$ cat config.mk
export PLATFORM = sky130hd
export DESIGN_NAME = memory_modport
export DESIGN_NICKNAME = d
export VERILOG_FILES = /design/src/rtl/mem_pkg.sv /design/src/rtl/mem_array.sv /design/src/rtl/memory_modport.sv
export SDC_FILE = /design/constraint.sdc
export NUM_CORES = 1
export LEC_CHECK = 0
export CORE_ASPECT_RATIO = 0.75
export CORE_UTILIZATION = 35
export DETAILED_ROUTE_END_ITERATION = 8
export GPL_ROUTABILITY_DRIVEN = 0
export HOLD_SLACK_MARGIN = 0.08
export PLACE_DENSITY_LB_ADDON = 0.3
export SYNTH_ARGS = -nofsm -noshare
export SYNTH_HDL_FRONTEND = slang
export SYNTH_SLANG_ARGS = --single-unit
$ cat constraint.sdc
create_clock -name CLK -period 1.79 [get_ports CLK]
set_clock_uncertainty 0.05 [all_clocks]
set_input_delay 0.179 -clock CLK [delete_from_list [all_inputs] [get_ports CLK]]
set_output_delay 0.179 -clock CLK [all_outputs]
set_load 0.005 [all_outputs]
$ cat src/rtl/mem_pkg.sv
// Shared definitions for the 16 x 32-bit register-file memory.
package mem_pkg;

    localparam int ADDR_W = 4;
    localparam int DATA_W = 32;
    localparam int DEPTH  = 2 ** ADDR_W;

    localparam logic [DATA_W-1:0] RESET_WORD = '0;

    // Encoding of the W_R select line.
    typedef enum logic {
        OP_READ  = 1'b0,
        OP_WRITE = 1'b1
    } op_e;

endpackage : mem_pkg

$ cat src/rtl/mem_array.sv
// Storage array with a single synchronous write port, combinational read
// of the addressed word, and asynchronous clear of every word.
module mem_array
    import mem_pkg::*;
#(
    parameter int ADDR_W = mem_pkg::ADDR_W,
    parameter int DATA_W = mem_pkg::DATA_W
) (
    input  logic              clk,
    input  logic              rst_n,
    input  logic              wr_en,
    input  logic [ADDR_W-1:0] addr,
    input  logic [DATA_W-1:0] wr_data,
    output logic [DATA_W-1:0] rd_data
);

    localparam int WORDS = 2 ** ADDR_W;

    logic [DATA_W-1:0] mem [WORDS];

    // Word storage: async clear to the reset word, write on enabled edges.
    always_ff @(posedge clk or negedge rst_n) begin
        if (!rst_n) begin
            mem <= '{default: DATA_W'(RESET_WORD)};
        end else if (wr_en) begin
            mem[addr] <= wr_data;
        end
    end

    // Addressed word, consumed by the output register stage on reads.
    always_comb begin
        rd_data = mem[addr];
    end

endmodule : mem_array

$ cat src/rtl/memory_modport.sv
// Single-port 16 x 32 memory with a registered, valid-qualified read port.
// Port names match the signal set of the verification interface's modport.
module memory_modport
    import mem_pkg::*;
#(
    parameter int ADDR_W = mem_pkg::ADDR_W,
    parameter int DATA_W = mem_pkg::DATA_W
) (
    input  logic              CLK,
    input  logic              RST,
    input  logic              EN,
    input  logic              W_R,
    input  logic [ADDR_W-1:0] Address,
    input  logic [DATA_W-1:0] Data_In,
    output logic [DATA_W-1:0] Data_Out,
    output logic              Valid_Out
);

    op_e               op;
    logic              wr_en;
    logic              rd_en;
    logic [DATA_W-1:0] rd_word;

    // Decode the enabled operation for this edge.
    always_comb begin
        op    = op_e'(W_R);
        wr_en = EN && (op == OP_WRITE);
        rd_en = EN && (op == OP_READ);
    end

    mem_array #(
        .ADDR_W (ADDR_W),
        .DATA_W (DATA_W)
    ) u_mem_array (
        .clk     (CLK),
        .rst_n   (RST),
        .wr_en   (wr_en),
        .addr    (Address),
        .wr_data (Data_In),
        .rd_data (rd_word)
    );

    // Output stage: reads load data and pulse valid; writes and idle hold data.
    always_ff @(posedge CLK or negedge RST) begin
        if (!RST) begin
            Data_Out  <= DATA_W'(RESET_WORD);
            Valid_Out <= 1'b0;
        end else begin
            Valid_Out <= rd_en;
            if (rd_en) begin
                Data_Out <= rd_word;
            end
        end
    end

endmodule : memory_modport

; ---- Word level (Yosys, flattened, before mapping)
; Cells that the tools add are included.
[classes]
n_lt_le_gt_ge = 2
mux = 6
bitwise = 2
reduce_logical = 3
[ops]
columns = operator, count
row1 = $bwmux W512, 1
row2 = $bmux W32 S4, 1
row3 = $demux W32 S4, 1
row4 = $mux W32, 3
row5 = $ge A5 B5 Y1 const B, 1
row6 = $lt A5 B1 Y1 const B, 1
row7 = $not A4 Y5, 1
row8 = $logic_and A1 B1 Y1, 3
row9 = $not A1 Y1, 1
[word_totals]
reg_bits = 545
inputBits = 40
output_inout_bits = 33
wordCells = 31

; ---- Logic depth before layout (Yosys ltp)
[depth]
word_depth = 6
mapped_depth = 8

; ---- Cells and area by module
; A second synthesis with hierarchy kept.
[hier_totals]
cells_unflattened = 1478
hier_area_um2 = 24259.5
[modules_own_cells]
columns = module, n_inst, cells_each, area_per_inst_um2
row1 = mem_array, 1, 1407, 22871.9
row2 = memory_modport, 1, 71, 1387.6

; ---- Least setup slack after synthesis
; OpenSTA, ideal clock, no wires.
[synth_path]
path_type = input to register
start = in Address[0]
end = reg Data_Out[21]
arrival_time_ns = 1.603
required_time_ns = 1.603
path_slack_ns = 0.000
path_stages = 6
n_path_buf = 2
cell_sequence = buf_4 buf_6 mux4_2 mux2_2 a211oi_1 a21oi_1
[synth_via]
elab_chain_cells = 4
[synth_lines]
columns = item, line
row1 = "start, declared", memory_modport.sv:13  ; input logic [ADDR_W-1:0] Address,
row2 = $not A4 Y5 (not written as such), mem_array.sv:32  ; rd_data = mem[addr];
row3 = $bmux W32 S4, mem_array.sv:32
row4 = $mux W32 (not written as such) (2 in series), mem_array.sv:32
row5 = "end signal, assigned", memory_modport.sv:46  ; Data_Out <= DATA_W'(RESET_WORD);
row6 = "end signal, assigned", memory_modport.sv:51  ; Data_Out <= rd_word;
row7 = "end, declared", memory_modport.sv:15  ; output logic [DATA_W-1:0] Data_Out,
; No other way between the ends. The select of a mux whose other input is x is not followed.
; A chain may end at the register's enable or synchronous reset.

; ---- Final worst setup path
[layout_path]
start = reg u_mem_array.mem[282] in the netlist's numbering
end = reg Data_Out[26]
[layout_via]
elab_chain_cells = 3
[layout_lines]
columns = item, line
row1 = "start, declared", mem_array.sv:19  ; logic [DATA_W-1:0] mem [WORDS];
row2 = "start signal, assigned by index", mem_array.sv:26  ; mem[addr] <= wr_data;
row3 = $bmux W32 S4, mem_array.sv:32
row4 = $mux W32 (not written as such) (2 in series), mem_array.sv:32
; No other way between the ends. The select of a mux whose other input is x is not followed.

==> impl_metrics.csv <==
group,metric,value,unit
status,outcome,"finished, violations left",
status,violations,"DRC",
timing,setup_viol,0,
grt,overflow,0,
final_layout,design_area,29200,sq um
final_layout,areaGrowthSynthToFinish,20.6,%
synth,ys.flop_type,"dfrtp_1",
synth,yosysTopAreaCellShare,0.563,
floorplan,dieArea,70300,sq um
synth,syn_area,24200,sq um
placement,dp_hpwl,40.6,mm
placement,port_buffers,72,
floorplan,io_pins,73,
worst_setup_path,reg2reg_slack,10,ps
clocking,cts_buffer_depth,3,
clocking,clk_pin_slew_worst_paths,60,ps
worst_setup_path,r2r-start,"u_mem_array.mem[282]$_DFFE_PN0P_",
routing,wire_per_inst,23.2,microns
synth,yosys.area_share.simple,0.0142,
routing,drt_wl_total,62.7,mm
timing,slew_violations,0,
pwr,vdd_drop_max,0.710,mV
routing,antenna_left,0,
synth,synth_top_family_by_area,"multiplexers",
worst_setup_path,critPathLaunch,"u_mem_array.mem[282]$_DFFE_PN0P_",
final_layout,final_nets,1814,
worst_setup_path,crit_fanout,2,
grt,grt_max_degree,80,
flow_run,drv_cap,0,
synth,synth.distinct_cells,30,
timing,hold_viol_final,0,
synth,yosys.area.top_type,"dfrtp_1",
synth,synth_compound_area_frac,0.0371,
synth,yosysSeqAreaShare,0.563,
clocking,cts_buffers,55,
synth,synth_edf_count,0,
timing,post-route-period-util,0.994,
min_path,hold_class,"in -> async",
timing,whs,149,ps
routing,drc,2,
synth,synth_fa_ha_area_frac,0,
worst_setup_path,start_kind,"register",
synth,ys_top_cells_by_area,"dfrtp_1, mux2_2, mux2i_1",
routing,dr_total_vias,14300,
timing,min_period,1780,ps
synth,avgSynthCellArea,14.8,sq um
routing,drt_iter0_drc,867,
clocking,root_buffer,"clkbuf_16",
grt,grt_pass1_wl,97.2,mm
routing,dr.pass1.iters,7,
synth,synth_warnings,0,
synth,async_flop_share,1.00,
grt,grt_pass1_vias,15300,
final_layout,drive_gt1_frac,0.463,
grt,antenna_found_initial,3,
routing,viasPerCell,5.27,
pwr,p_leak,13.1,nW
clocking,cts_sinks,545,
clocking,clkLatencyLatePin,620,ps
synth,syn_nets,1683,
synth,synthXorXnorAreaFrac,0,
synth,synthMuxAreaShare,0.358,
clocking,htreeDepth,2,
floorplan,die_h,230,microns
worst_setup_path,r2r_cells,4,
floorplan,core,68400,sq um
clocking,cts_tree,"built",
synth,synth-seq-cells,545,
worst_setup_path,critical_path.endpoint_type,"register",
worst_setup_path,required,2240,ps
synth,synth_cells,1643,
timing,maxSlewHeadroom,0.541,
pwr,powerDensity,1130,nW/um^2
worst_setup_path,cp.arrival,2230,ps
floorplan,die_w,306,microns
floorplan,num_rows,83,
worst_setup_path,worst-setup-path-type,"reg -> reg",
timing,worst_pin_slew,687,ps
floorplan,start_util,0.354,
placement,placedInstanceArea,27200,sq um
grt,grt.total_usage,0.181,
timing,fmax,0.562,GHz
worst max-delay path, stage by stage (launching register included):
cell and delay (ps):
dfrtp_1 390, mux4_2 470, mux2_2 300, a211oi_2 340, a21oi_1 110
layout by cell type (no fill, tap or decap), types with 2 or more instances in the layout:
master,n
a221oi_1,13
clkbuf_8,7
clkinv_4,2
buf_4,91
nor2_4,9
buf_12,53
mux2_1,8
a211oi_4,7
nand2b_2,2
a211oi_1,3
nand3_2,3
clkdlybuf4s50_1,56
clkinv_2,9
nand4b_1,2
nand2_1,4
dfrtp_1,544
mux2i_1,154
a31oi_1,13
mux4_2,51
nand3b_1,2
buf_8,2
o22ai_1,64
a211oi_2,9
clkbuf_1,16
inv_1,2
bufinv_16,5
mux2_4,2
mux2_2,521
dlygate4sd2_1,11
a21oi_1,18
o21ai_1,8
o21ai_0,5
clkbuf_16,56
nor2_1,47
routing by layer:
metal | vias up | track usage | routed length (microns)
met1 | 7641 | 0.258 | 29900
met2 | 216 | 0.285 | 29000
met4 | 2 | 0.0437 | 1320
li1 | 6317 | - | -
met5 | - | 0 | 13
met3 | 93 | 0.0342 | 2440
metrics by stage:
step                total power (W)   util  std cells  setup TNS [ps]  setup WS (ps)
finish                       0.0330  0.427       2709               0           11.0
global route                 0.0346  0.427       2709           -7.74          -7.74
CTS                          0.0333  0.426       2706               0           11.1
detailed placement           0.0214  0.397       2603         -183580           -565
global placement             0.0211  0.397       2603         -186470           -595
floorplan                    0.0193      -       1643           -2.04         -0.204
layout make-up:
cell class	count	area (sq um)
Timing Repair Buffer	216	2460
Sequential cell	545	13600
Clock inverter	20	279
Clock buffer	79	1560
Fill cell	6111	39200
Tap cell	892	1120
Multi-Input combinational cell	954	10200
Antenna cell	1	2.50
Inverter	2	7.51
final timing paths:
kind	to
min in group CLK	Data_Out[23]$_DFFE_PN0P_
setup reg to reg	Data_Out[26]$_DFFE_PN0P_
hold / removal	u_mem_array.mem[493]$_DFFE_PN0P_
setup / recovery	Data_Out[26]$_DFFE_PN0P_
max in group asynchronous	u_mem_array.mem[350]$_DFFE_PN0P_
hold reg to reg	u_mem_array.mem[389]$_DFFE_PN0P_
synthesized netlist by cell type, drive strengths merged (5+ instances only):
cell,instances
dfrtp,545
mux2,531
mux2i,154
buf,77
clkbuf,65
o22ai,64
nor2,56
mux4,51
a211oi,19
a21oi,19
a221oi,13
a31oi,13
o21ai,13
nand2,5
kinds of logic after synthesis:
logic type	count (synthesis)
AOI/OAI and AO/OA	141
DFF	545
muxes	736
and+or+nand+nor	77
buffers and inverters	144
what timing repair did:
| action | 4_1_cts | 5_1_grt |
|---|---|---|
| hold buffers | 2 | 0 |
| cloned | 0 | 0 |
| hold endpoints to repair | 545 | 0 |
| buffers inserted | 2 | 2 |
| pin swaps | 0 | 5 |
| setup endpoints to repair | 22 | 14 |
| gates resized for setup | 24 | 15 |
power breakdown:
| part | switching (W) | leakage, nW | internal [W] | total, W |
|---|---|---|---|---|
| clock | 0.00493 | 0.899 | 0.00680 | 0.0117 |
| combinational | 0.00214 | 5.23 | 0.00321 | 0.00535 |
| sequential | 0.00121 | 6.93 | 0.0147 | 0.0159 |
| total | 0.00828 | 13.1 | 0.0247 | 0.0330 |
flip-flops by register name (all words and copies together) (netlist names):
register         cells
Valid_Out            1
u_mem_array.mem    512
Data_Out            32
Note: power is estimated with default switching activity, not from simulation.
